File: config.mk
export PLATFORM = sky130hd
export DESIGN_NAME = reg_file_mp_flat
export DESIGN_NICKNAME = d
export VERILOG_FILES = /design/src/rtl/reg_file_mp_pkg.sv /design/src/rtl/reg_file_mp_if.sv /design/src/rtl/reg_file_mp_clr_fsm.sv /design/src/rtl/reg_file_mp.sv /design/src/flat_wrapper.sv
export SDC_FILE = /design/constraint.sdc
export NUM_CORES = 1
export LEC_CHECK = 0
export CAP_MARGIN = 25
export CELL_PAD_IN_SITES_DETAIL_PLACEMENT = 0
export CELL_PAD_IN_SITES_GLOBAL_PLACEMENT = 2
export CORE_UTILIZATION = 43
export CTS_CLUSTER_DIAMETER = 120
export DETAILED_ROUTE_END_ITERATION = 12
export PLACE_DENSITY = 0.85
export SLEW_MARGIN = 40
export SYNTH_ARGS = -nofsm -noshare
export SYNTH_HDL_FRONTEND = slang
export SYNTH_HIERARCHICAL = 1
export SYNTH_SLANG_ARGS = --single-unit
export TNS_END_PERCENT = 100
File: constraint.sdc
create_clock -name clk -period 3.4 [get_ports clk]
set_input_delay 0.51 -clock clk [delete_from_list [all_inputs] [get_ports clk]]
set_output_delay 0.51 -clock clk [all_outputs]
set_load 0.01 [all_outputs]
File: src/rtl/reg_file_mp_pkg.sv
// Shared types and helpers for the multi-port register file and its clear engine.
package reg_file_pkg;

   // Bulk-clear sequencer states.
   typedef enum logic [1:0] {
      CLR_IDLE = 2'd0,
      CLR_RUN  = 2'd1,
      CLR_DONE = 2'd2
   } clr_state_t;

   // Widest entry byte_merge can handle; callers cast their own width in and out.
   localparam int MAX_DATA_W = 256;
   localparam int MAX_BE_W   = MAX_DATA_W / 8;

   // Replace the bytes of old_d selected by be with the matching bytes of new_d.
   // Used by both the storage write path and the read bypass so they can never disagree.
   function automatic logic [MAX_DATA_W-1:0] byte_merge(
      input logic [MAX_DATA_W-1:0] old_d,
      input logic [MAX_DATA_W-1:0] new_d,
      input logic [MAX_BE_W-1:0]   be
   );
      logic [MAX_DATA_W-1:0] res;
      res = old_d;
      for (int i = 0; i < MAX_BE_W; i++) begin
         if (be[i]) res[8*i +: 8] = new_d[8*i +: 8];
      end
      return res;
   endfunction

endpackage

File: src/rtl/reg_file_mp_if.sv
// Bus bundle of the register file: one write port, NUM_RD read ports, bulk-clear control.
//
// Write handshake: a write takes effect on the rising edge where w_en and w_ready are both 1.
// w_ready is low only while the clear engine is walking the array; a w_en seen with
// w_ready low is dropped, the master must re-present it if it still wants it.
interface reg_file_mp_if #(
   parameter int DATA_WIDTH = 32,
   parameter int ADDR_WIDTH = 4,
   parameter int NUM_RD     = 2
);
   localparam int BE_W = DATA_WIDTH / 8;

   logic                         w_en;
   logic [ADDR_WIDTH-1:0]        w_addr;
   logic [DATA_WIDTH-1:0]        w_data;
   logic [BE_W-1:0]              w_be;
   logic                         w_ready;
   logic [NUM_RD*ADDR_WIDTH-1:0] r_addr;
   logic [NUM_RD*DATA_WIDTH-1:0] r_data;
   logic [NUM_RD-1:0]            r_valid;
   logic                         clr_req;
   logic                         clr_busy;
   logic                         clr_done;

   modport master (
      output w_en, w_addr, w_data, w_be, r_addr, clr_req,
      input  w_ready, r_data, r_valid, clr_busy, clr_done
   );

   modport slave (
      input  w_en, w_addr, w_data, w_be, r_addr, clr_req,
      output w_ready, r_data, r_valid, clr_busy, clr_done
   );

endinterface

File: src/rtl/reg_file_mp_clr_fsm.sv
// Bulk-clear sequencer: walks every entry once, then emits a one-cycle done pulse.
// Also owns w_ready, since writes are blocked exactly while the walk is running.
module reg_file_clr_fsm
   import reg_file_pkg::*;
#(
   parameter int ADDR_WIDTH = 4
) (
   input  logic                  clk,
   input  logic                  reset_n,
   input  logic                  clr_req_i,
   output logic                  clr_busy_o,
   output logic                  clr_done_o,
   output logic                  w_ready_o,
   output logic                  clr_en_o,
   output logic [ADDR_WIDTH-1:0] clr_addr_o,
   output clr_state_t            state_o
);

   // Highest entry index; the walk stops here instead of wrapping into a second pass.
   localparam logic [ADDR_WIDTH-1:0] LAST_ADDR = '1;

   clr_state_t            state_q, state_d;
   logic [ADDR_WIDTH-1:0] cnt_q, cnt_d;

   // State and walk-counter registers; reset drops straight back to IDLE.
   always_ff @(posedge clk or negedge reset_n) begin
      if (!reset_n) begin
         state_q <= CLR_IDLE;
         cnt_q   <= '0;
      end else begin
         state_q <= state_d;
         cnt_q   <= cnt_d;
      end
   end

   // Next-state, counter and status outputs.
   always_comb begin
      state_d    = state_q;
      cnt_d      = cnt_q;
      clr_busy_o = 1'b0;
      clr_done_o = 1'b0;
      w_ready_o  = 1'b1;
      clr_en_o   = 1'b0;
      case (state_q)
         CLR_IDLE: begin
            if (clr_req_i) begin
               state_d = CLR_RUN;
               cnt_d   = '0;
            end
         end
         CLR_RUN: begin
            clr_busy_o = 1'b1;
            w_ready_o  = 1'b0;
            clr_en_o   = 1'b1;
            if (cnt_q == LAST_ADDR) state_d = CLR_DONE;
            else                    cnt_d   = cnt_q + 1'b1;
         end
         CLR_DONE: begin
            clr_done_o = 1'b1;
            cnt_d      = '0;
            state_d    = CLR_IDLE;
         end
         default: begin
            state_d = CLR_IDLE;
            cnt_d   = '0;
         end
      endcase
   end

   assign clr_addr_o = cnt_q;
   assign state_o    = state_q;

endmodule

File: src/rtl/reg_file_mp.sv
// Multi-read-port register file: NUM_RD combinational read ports, one byte-enabled
// write port, per-entry valid bits, optional write-to-read bypass and a bulk-clear engine.
module reg_file_mp
   import reg_file_pkg::*;
#(
   parameter int DATA_WIDTH = 32,
   parameter int ADDR_WIDTH = 4,
   parameter int NUM_RD     = 2,
   parameter int BYPASS     = 0
) (
   input  logic          clk,
   input  logic          reset_n,
   reg_file_mp_if.slave  bus,
   output clr_state_t    dbg_clr_state_o
);

   localparam int DEPTH = 1 << ADDR_WIDTH;

   // Data is deliberately not reset; the valid bits mask stale contents.
   logic [DATA_WIDTH-1:0]        mem_q [DEPTH];
   logic [DEPTH-1:0]             valid_q, valid_d;

   logic                         w_ready;
   logic                         clr_busy;
   logic                         clr_done;
   logic                         clr_en;
   logic [ADDR_WIDTH-1:0]        clr_addr;
   logic                         wr_acc;
   logic [DATA_WIDTH-1:0]        wr_merged;

   logic [DATA_WIDTH-1:0]        rd_data [NUM_RD];
   logic                         rd_valid [NUM_RD];
   logic [NUM_RD*DATA_WIDTH-1:0] r_data_flat;
   logic [NUM_RD-1:0]            r_valid_flat;

   reg_file_clr_fsm #(
      .ADDR_WIDTH (ADDR_WIDTH)
   ) u_clr_fsm (
      .clk        (clk),
      .reset_n    (reset_n),
      .clr_req_i  (bus.clr_req),
      .clr_busy_o (clr_busy),
      .clr_done_o (clr_done),
      .w_ready_o  (w_ready),
      .clr_en_o   (clr_en),
      .clr_addr_o (clr_addr),
      .state_o    (dbg_clr_state_o)
   );

   assign wr_acc    = bus.w_en & w_ready;
   assign wr_merged = DATA_WIDTH'(byte_merge(MAX_DATA_W'(mem_q[bus.w_addr]),
                                             MAX_DATA_W'(bus.w_data),
                                             MAX_BE_W'(bus.w_be)));

   // Storage update: the clear walk and accepted writes never coincide (w_ready is low).
   always_ff @(posedge clk) begin
      if (clr_en)      mem_q[clr_addr]   <= '0;
      else if (wr_acc) mem_q[bus.w_addr] <= wr_merged;
   end

   // Next valid vector: a write marks its entry even with no byte enabled.
   always_comb begin
      valid_d = valid_q;
      if (clr_en)      valid_d[clr_addr]   = 1'b0;
      else if (wr_acc) valid_d[bus.w_addr] = 1'b1;
   end

   // Valid bits are the only array state that reset touches.
   always_ff @(posedge clk or negedge reset_n) begin
      if (!reset_n) valid_q <= '0;
      else          valid_q <= valid_d;
   end

   // Independent read ports; during a clear every port reads as empty.
   for (genvar k = 0; k < NUM_RD; k++) begin : g_rd
      logic [ADDR_WIDTH-1:0] ra;
      logic                  hit;
      assign ra          = bus.r_addr[k*ADDR_WIDTH +: ADDR_WIDTH];
      assign hit         = (BYPASS != 0) && wr_acc && (ra == bus.w_addr);
      assign rd_data[k]  = clr_busy ? '0   : (hit ? wr_merged : mem_q[ra]);
      assign rd_valid[k] = clr_busy ? 1'b0 : (hit ? 1'b1      : valid_q[ra]);
   end

   // Pack the per-port results onto the flat bus vectors.
   always_comb begin
      r_data_flat  = '0;
      r_valid_flat = '0;
      for (int k = 0; k < NUM_RD; k++) begin
         r_data_flat[k*DATA_WIDTH +: DATA_WIDTH] = rd_data[k];
         r_valid_flat[k]                         = rd_valid[k];
      end
   end

   assign bus.r_data   = r_data_flat;
   assign bus.r_valid  = r_valid_flat;
   assign bus.w_ready  = w_ready;
   assign bus.clr_busy = clr_busy;
   assign bus.clr_done = clr_done;

endmodule

File: src/flat_wrapper.sv
// flat-port wrapper written by rule: the top's interface ports become plain ports
module reg_file_mp_flat import reg_file_pkg::*;
#(
   parameter int DATA_WIDTH = 32,
   parameter int ADDR_WIDTH = 4,
   parameter int NUM_RD     = 2,
   parameter int BYPASS     = 0
)
  (clk, reset_n, dbg_clr_state_o, bus_w_en, bus_w_addr, bus_w_data, bus_w_be, bus_r_addr, bus_clr_req, bus_w_ready, bus_r_data, bus_r_valid, bus_clr_busy, bus_clr_done);
  reg_file_mp_if #(.DATA_WIDTH(DATA_WIDTH), .ADDR_WIDTH(ADDR_WIDTH), .NUM_RD(NUM_RD)) bus_i ();
  input  logic clk;
  input  logic reset_n;
  output clr_state_t dbg_clr_state_o;
  input wire logic [$bits(bus_i.w_en)-1:0] bus_w_en;
  input wire logic [$bits(bus_i.w_addr)-1:0] bus_w_addr;
  input wire logic [$bits(bus_i.w_data)-1:0] bus_w_data;
  input wire logic [$bits(bus_i.w_be)-1:0] bus_w_be;
  input wire logic [$bits(bus_i.r_addr)-1:0] bus_r_addr;
  input wire logic [$bits(bus_i.clr_req)-1:0] bus_clr_req;
  output wire logic [$bits(bus_i.w_ready)-1:0] bus_w_ready;
  output wire logic [$bits(bus_i.r_data)-1:0] bus_r_data;
  output wire logic [$bits(bus_i.r_valid)-1:0] bus_r_valid;
  output wire logic [$bits(bus_i.clr_busy)-1:0] bus_clr_busy;
  output wire logic [$bits(bus_i.clr_done)-1:0] bus_clr_done;
  assign bus_i.w_en = bus_w_en;
  assign bus_i.w_addr = bus_w_addr;
  assign bus_i.w_data = bus_w_data;
  assign bus_i.w_be = bus_w_be;
  assign bus_i.r_addr = bus_r_addr;
  assign bus_i.clr_req = bus_clr_req;
  assign bus_w_ready = bus_i.w_ready;
  assign bus_r_data = bus_i.r_data;
  assign bus_r_valid = bus_i.r_valid;
  assign bus_clr_busy = bus_i.clr_busy;
  assign bus_clr_done = bus_i.clr_done;
  reg_file_mp #(.DATA_WIDTH(DATA_WIDTH), .ADDR_WIDTH(ADDR_WIDTH), .NUM_RD(NUM_RD), .BYPASS(BYPASS)) u_core (.clk(clk), .reset_n(reset_n), .bus(bus_i), .dbg_clr_state_o(dbg_clr_state_o));
endmodule
After elaboration in Yosys (flattened, before gate mapping)
Memory sizes are Yosys's and may differ from the RTL's. Cells that the tools add are included.

Add/sub/neg operators: 1. Multipliers: 0. Div/mod/pow operators: 0. Order comparisons: 6. Eq/ne operators: 10. Shifts and indexed selects: 0. Mux-type cells: 35. Bitwise logic cells: 4. Reductions and logical operators: 11.

Operators by type and width (count): $mux 32 (3); $mux 16 (2); $mux 8 (4); $reduce_or 32->1 (1); $lt 4x5->1 const B (4); $and 16x16->16 (1); $mux 4 (4); $not 16->16 (1); $or 16x16->16 (1); $mux 1 (14); $reduce_and 2->1 (6); $bmux 1 s4 (2); $demux 1 s4 (2); $ge 4x1->1 const B (2); $pmux 4 s2 (1); $ne 2x2->1 const B (3); $add 4x1->4 const B (1); $eq 4x4->1 const B (1); $mux 2 (2); $ne 1x1->1 const B (4); $pmux 2 s2 (1); $eq 2x1->1 const B (1); $eq 2x2->1 const B (1); $logic_and 1x1->1 (2); other kinds (3) (3).

Flip-flop bits (word level): 22. Bits in latches: 0. RAM bits: 512. Bits in read-only memories: 0. Input bits: 52. Output and inout port bits: 71. Word-level logic and storage cells: 71. Memories: 1.

Memories: u_core.mem_q (words 16, bits a word 32, rd ports 2, clocked after memory_dff 0, write ports 1, RTL line reg_file_mp.sv:20) `logic [DATA_WIDTH-1:0] mem_q [DEPTH];`.

Depth between registers and ports, before layout
Gate-level depths: netlist (run 1).

Depth in word-level cells: 9. Mapped depth: 10. Mapped depth without buffers: 6.

Hierarchy
The synthesis (run 1) kept the hierarchy.

By module, submodules not included: reg_file_mp (instances 1, cells an instance 1823, area each 25777.2 um^2, seq. area each 15775.1 um^2); reg_file_clr_fsm (instances 1, cells an instance 37, area each 344.1 um^2, seq. area each 150.1 um^2).

Worst setup path after synthesis (run 1)
No wires, ideal clock.

Path type: register to register. Start point: register u_core.u_clr_fsm.state_q[1], in the netlist u_core/u_clr_fsm/state_o[1]. End point: memory u_core.mem_q[12][24], enable pin. Library setup time: 383 ps. Arrival: 2943 ps. Required time: 3017 ps. Path slack: 73 ps. Stages on the path, launching flop included: 10. Buffers on the path: 3. Clock period less this slack: 3327 ps. Cell sequence: dfrtp_1 > nand2b_1 > inv_1 > buf_4 > buf_6 > nand3b_4 > nor2_4 > mux2_2 > buf_2 > nor3_1.

Cells in the longest elaborated chain, start to end: 9. Elaborated cells on any way between the ends: 16. Classes of those cells: eq/ne (1); mux (9); bitwise (1); reduce/logical (5).

RTL lines: start, declared (RTL line reg_file_mp_clr_fsm.sv:22) `clr_state_t state_q, state_d;`; start signal, assigned (RTL line reg_file_mp_clr_fsm.sv:31) `state_q <= state_d;`; $eq 2x1->1 * (RTL line reg_file_mp_clr_fsm.sv:44) `case (state_q)`; $mux 1 * (RTL line reg_file_mp_clr_fsm.sv:44); via bus_w_ready (RTL line flat_wrapper.sv:20) `output wire logic [$bits(bus_i.w_ready)-1:0] bus_w_ready;`; $and 1x1->1 * (RTL line reg_file_mp.sv:50) `assign wr_acc = bus.w_en & w_ready;`; $mux 1 * (RTL line reg_file_mp.sv:58) `else if (wr_acc) mem_q[bus.w_addr] <= wr_merged;`; $mux 1 * (RTL line reg_file_mp.sv:57) `if (clr_en) mem_q[clr_addr] <= '0;`; $mux 1 (implied by the code) * (RTL line reg_file_mp.sv:58); $reduce_and 2->1 (no source line); $reduce_or 32->1 (no source line); $mux 4 (no source line); end, declared (RTL line reg_file_mp.sv:20).

Mark *: on every way through the listed nets, which the timed path passes. The rest lies on a longest branch.

Worst setup path after layout (run 1)
Start point: input bus_r_addr[7]. End point: output bus_r_data[48].

Cells in the longest elaborated chain, start to end: 2.

RTL lines: start, declared (RTL line flat_wrapper.sv:18) `input wire logic [$bits(bus_i.r_addr)-1:0] bus_r_addr;`; $mem_v2 16x32; $mux 32 (RTL line reg_file_mp.sv:80) `assign rd_data[k] = clr_busy ? '0 : (hit ? wr_merged : mem_q[ra]);`; end, declared (RTL line flat_wrapper.sv:21) `output wire logic [$bits(bus_i.r_data)-1:0] bus_r_data;`.

No other way between the ends.

==> results of run 1 <==
[cell type report]
class | count | area share, %
Timing Repair Buffer | 302 | 9.49
Antenna cell | 1 | 0.00799
Clock inverter | 36 | 1.21
Inverter | 4 | 0.0479
Multi-Input combinational cell | 1174 | 30.6
Tap cell | 773 | 3.09
Sequential cell | 534 | 50.8
Clock buffer | 67 | 4.67
[registers in the layout, indices dropped and copies added, names as in the netlist]
name	flops
u_core/u_clr_fsm/clr_addr_o	4
u_core/mem_q	512
u_core/u_clr_fsm/state_o	2
u_core/valid_q	16
[final timing paths]
check	startpoint	endpoint	slack [ns]	cells after the start
max	bus_r_addr[7]	bus_r_data[48]	0.03	7
max in group asynchronous	reset_n	u_core/valid_q[11]$_DFFE_PN0P_	2.64	2
min in group clk	u_core/valid_q[5]$_DFFE_PN0P_	u_core/valid_q[5]$_DFFE_PN0P_	0.54	1
max reg2reg	u_core/u_clr_fsm/state_o[0]$_DFFE_PN0P_	u_core/mem_q[9][19]$_DFFE_PP_	0.63	9
min reg2reg	u_core/valid_q[5]$_DFFE_PN0P_	u_core/valid_q[5]$_DFFE_PN0P_	0.54	1
min	reset_n	u_core/u_clr_fsm/clr_addr_o[1]$_DFFE_PN0P_	0.41	2
[cell families (layout without fill, tap and decap cells)]
| kind of cell | after synthesis | count (layout) | synth area share (%) |
|---|---|---|---|
| AO/OA/AOI/OAI | 333 | 333 | 9.11 |
| multiplexers | 519 | 519 | 21.0 |
| other | 0 | 1 | 0 |
| AND/OR/NAND/NOR | 320 | 321 | 6.13 |
| buffers and inverters | 153 | 409 | 2.80 |
| adder cells (fa/ha/maj) | 1 | 1 | 0.0479 |
| flip-flops | 534 | 534 | 61.0 |
[per-layer routing]
layer / wire, um / track usage (%)
met1: 31400 / 31.2
met2: 37200 / 41.4
met3: 5650 / 4.73
met4: 1960 / 7.36
met5: 0 / 0
[critical path, stage by stage]
cell and delay [ns]:
clkdlybuf4s50_1 0.63, or2_4 0.45, buf_12 0.20, a221oi_1 0.20, o21ai_0 0.13, o21ai_0 0.11, clkdlybuf4s50_1 0.61
[through the flow]
step,setup TNS (ns),std cells,power [uW],worst slack (ns),instance area (um2)
floorplan,0,1860,11800,0.0731,26100
global placement,-6.60,2773,14300,-0.382,29200
detailed placement,-1.09,2776,14500,-0.226,29300
CTS,0,2885,20600,0.00161,31200
global route,-0.00405,2890,21300,-0.00405,31300
finish,0,2891,20600,0.0344,31300
[power breakdown]
part / internal [uW] / switching [uW]
combinational: 2090 / 3410
sequential: 8430 / 527
clock: 3660 / 2490
total: 14200 / 6420
[cells in the mapped netlist (all sizes together), types with 2 or more instances]
library cell  number
nor2              20
and2b              3
o21ai             43
clkbuf            59
nand3             74
nand2             97
a22oi            230
and2              35
buf               90
a221oi            17
mux2i            500
or2                2
and3               2
a21oi             11
a32o               2
a31oi              8
dfrtp             22
edfxtp           512
nor2b             12
o22ai             16
inv                4
nand2b             5
mux2               2
a2111oi            2
mux4              17
nor3              67
[repair_timing]
action | 4_1_cts | 5_1_grt
hold endpoints to repair | 22 | 0
setup endpoints to repair | 32 | 20
cloned | 0 | 1
pin swaps | 1 | 1
hold buffers | 1 | 0
buffers inserted | 5 | 4
resized for setup | 12 | 14
==> flow_metrics.tcl, run 1 <==
set metrics [dict create \
    via_per_inst 6.04 \
    setup_viol 0 \
    ys_seq_area_share_pct 61.0 \
    final_cell_mix "512 x edfxtp_1, 494 x mux2i_1, 230 x a22oi_1" \
    antenna_found_initial 2 \
    fmax_mhz 297 \
    ys_seq_elements 534 \
    final_hold_viol_count 0 \
    drt_wl_total_um 76200 \
    fin_crit_sh_pct 99.0 \
    drive_gt1_share_pct 15.1 \
    post-dp-hpwl_um 47300 \
    finalClockSkew_ns 0.0146 \
    overflow 0 \
    grt_pass1_vias 17696 \
    syn_area_um2 26100 \
    layout.nets 2125 \
    whs_ns 0.408 \
    synth-edff-count 512 \
    grt_usage_pct 24.3 \
    clk_path_buf_depth 3 \
    async_flop_share_pct 4.12 \
    ys.flop_type "edfxtp_1" \
    die_y_um 248 \
    cts_made_buffers 56 \
    post_synth_num_cell_types 44 \
    layout_commonest_cell "edfxtp_1" \
    die_area_um2 61700 \
    io_buffer_count 122 \
    critPathArrivalTime_ns 2.86 \
    ios 123 \
    hp-class "primary input to async pin" \
    core_area_um2 59500 \
    drt_iter0_drc 1341 \
    maxSlewViolCount 0 \
    clock_latency_ns 0.61 \
    rows 89 \
    syn_inst 1860 \
    cts_tree "built" \
    grt_pass1_wl_um 112000 \
    cts_root_buf "clkbuf_16" \
    worstSetupPathType "primary input to output port" \
    end_kind "output port" \
    pwr_density_cell_nw_per_um2 658 \
    routedWlPerCell_um 26.3 \
    nFillCells 4938 \
    yosysWarningCount 6 \
    p_leak_uw 0.0122 \
    utilization_pct 52.7 \
    synthToLayoutAreaGrowth_pct 19.9 \
    cp_max_fo 12 \
    synth.top_cell.area_share_pct 58.9 \
    critPathRequiredTime_ns 2.89 \
    chipWidth_um 248 \
    initial_core_util_pct 43.9 \
    status "finished clean" \
    synth_top_area_cell "edfxtp_1" \
    period_needed_ns 3.37 \
    slew_headroom_pct 45.8 \
    tightest_slew_ns 0.796 \
    start_kind "primary input" \
    multi_input_area_um2 9600 \
    maxCapViolations 0 \
    grt_max_degree 67 \
    clk_pin_slew_ns 0.06 \
    ant_nets 0 \
    drt_pre_antenna_iters 6 \
    routabilityCongestion 0.840 \
    drcViolationCount 0 \
    htreeDepth 2 \
    vias 17458 \
    max-vdd-ir-drop_mv 0.440 \
    avgSynthCellArea_um2 14.0 \
    synth_nets 1913 \
    seq_area_um2 15900 \
    cts_sinks 534 \
    synthTopCellsByArea "edfxtp_1 59%, mux2i_1 19%, a22oi_1 6.6%, dfrtp_1 2.1%, mux4_2 1.5%" \
]
(Power assumes the default switching activity.)
==> run 2, diff against run 1 <==
--- a/config.mk
+++ b/config.mk
@@ -9,9 +9,10 @@
 export CELL_PAD_IN_SITES_DETAIL_PLACEMENT = 0
 export CELL_PAD_IN_SITES_GLOBAL_PLACEMENT = 2
 export CORE_UTILIZATION = 43
+export CTS_BUF_LIST = sky130_fd_sc_hd__clkbuf_8
 export CTS_CLUSTER_DIAMETER = 120
 export DETAILED_ROUTE_END_ITERATION = 12
-export PLACE_DENSITY = 0.85
+export PLACE_DENSITY = 0.83
 export SLEW_MARGIN = 40
 export SYNTH_ARGS = -nofsm -noshare
 export SYNTH_HDL_FRONTEND = slang
==> run 2 against run 1 <==
Effect of this change:
- die area unchanged
- global-route usage increased by 0.63 points
- first-iteration DRC count increased by 34%
- non-clock buffer count decreased by 19
- sequential cell count unchanged
- critical path type unchanged
- clock skew increased by 0.0030 ns
- combinational power increased by 4.4%
- largest cell class unchanged
- critical path depth increased by 2
- critical endpoint is now bus_r_data[38]
==> flow_metrics.tcl, run 2 (synthesized netlist as in run 1, its figures left out) <==
set metrics [dict create \
    cts_root_buf "clkbuf_8" \
    largest_reg_flops 512 \
    final_cell_mix "512 x edfxtp_1, 494 x mux2i_1, 230 x a22oi_1" \
    post-dp-hpwl_um 46100 \
    die_y_um 248 \
    drt_iter0_drc 1792 \
    ios 123 \
    placed_cell_area_um2 29200 \
    fin_crit_sh_pct 98.9 \
    final_hold_viol_count 0 \
    end_kind "output port" \
    vias 17837 \
    cts_made_buffers 88 \
    top_register "u_core/mem_q" \
    maxSlewViolCount 0 \
    layout.nets 2137 \
    period_needed_ns 3.36 \
    tightest_slew_ns 0.704 \
    via_per_inst 6.11 \
    overflow 0 \
    drt_pre_antenna_iters 6 \
    die_area_um2 61700 \
    layout_commonest_cell "edfxtp_1" \
    chipWidth_um 248 \
    critPathArrivalTime_ns 2.85 \
    status "finished clean" \
    place_ws_ns -0.0516 \
    grt_pass1_wl_um 114000 \
    clk_path_buf_depth 3 \
    worstSetupPathType "primary input to output port" \
    grt_setup_unrepaired "false" \
    drt_wl_total_um 79500 \
    hp-class "primary input to async pin" \
    clock_latency_ns 0.65 \
    drive_gt1_share_pct 15.4 \
    clk_pin_slew_ns 0.06 \
    pwr_density_cell_nw_per_um2 639 \
    core_area_um2 59500 \
    p_leak_uw 0.0121 \
    ant_nets 0 \
    cts_tree "built" \
    max-vdd-ir-drop_mv 0.450 \
    synthToLayoutAreaGrowth_pct 19.1 \
    antenna_found_initial 1 \
    cts_sinks 534 \
    finalClockSkew_ns 0.0176 \
    grt_usage_pct 24.9 \
    drcViolationCount 0 \
    grt_pass1_vias 17976 \
    slew_headroom_pct 52.1 \
    routedWlPerCell_um 27.2 \
    start_kind "primary input" \
    maxCapViolations 0 \
    htreeDepth 3 \
    critPathRequiredTime_ns 2.89 \
    routabilityCongestion 0.828 \
    reg2reg_slack_ns 0.56 \
    initial_core_util_pct 43.9 \
    setup_viol 0 \
    io_buffer_count 122 \
    rows 89 \
    fin_ws_ns 0.0387 \
    grt_max_degree 51 \
    cp_max_fo 17 \
    fmax_mhz 298 \
    antennaDiodeCount 0 \
    stdcell_area_um2 31100 \
]
[run 2: cell type report]
type,instances,area [um2]
inverters,4,15.0
fillers,4968,28400
multi-input cells,1173,9600
well taps,773,967
repair buffers,283,3010
flip-flops and latches,534,15900
clock buffers,93,1280
clock inverters,57,315
[run 2: per-layer routing]
layer / vias up / routed length [um] / share of wire, % / track usage, %
met2: 798 / 38600 / 49 / 41.5
li1: 7867 / - / - / -
met1: 9030 / 32900 / 41 / 32.9
met3: 142 / 6000 / 7.6 / 4.23
met5: - / 0 / 0 / 0
met4: 0 / 1930 / 2.4 / 8.43
[run 2: power by group]
part	total, uW	internal, uW	leakage, uW	switching [uW]
clock network	5230	2730	0.000896	2500
registers	8920	8440	0.00515	479
logic	5730	2150	0.00609	3580
total	19900	13300	0.0121	6560
[run 2: through the flow]
stage,instances,total power [uW],hold slack (ns),TNS [ns],utilization (%)
floorplan,1860,11800,0.214,0,-
global placement,2757,14400,0.511,-0.102,49.2
detailed placement,2757,14500,0.517,-0.0534,49.2
CTS,2909,19700,0.313,0,52.0
global route,2917,20600,0.388,0,52.3
finish,2917,19900,0.369,0,52.3
[run 2: final timing paths]
path                       depth (start not counted)                                       to                                    start
min in group clk                                   3  u_core/u_clr_fsm/state_o[0]$_DFFE_PN0P_                              bus_clr_req
setup reg to reg                                   9            u_core/mem_q[1][27]$_DFFE_PP_  u_core/u_clr_fsm/state_o[0]$_DFFE_PN0P_
max in group asynchronous                          2           u_core/valid_q[15]$_DFFE_PN0P_                                  reset_n
setup / recovery                                   9                           bus_r_data[38]                            bus_r_addr[6]
hold / removal                                     2  u_core/u_clr_fsm/state_o[0]$_DFFE_PN0P_                                  reset_n
hold reg to reg                                    2            u_core/valid_q[2]$_DFFE_PN0P_            u_core/valid_q[2]$_DFFE_PN0P_
[run 2: what timing repair did]
| item | CTS | global route |
|---|---|---|
| setup endpoints to repair | 23 | 17 |
| setup buffers | 0 | 2 |
| gates cloned | 1 | 6 |
| gates resized for setup | 25 | 9 |
| hold endpoints to repair | 22 | 0 |
| pin swaps | 0 | 1 |
| hold buffers | 1 | 0 |
[run 2: critical path, stage by stage]
cell and delay, ns:
clkdlybuf4s50_1 0.49, buf_12 0.18, nor2b_4 0.49, buf_12 0.27, buf_4 0.16, a22oi_1 0.07
nand2_1 0.09, o22ai_1 0.08, clkdlybuf4s50_1 0.48
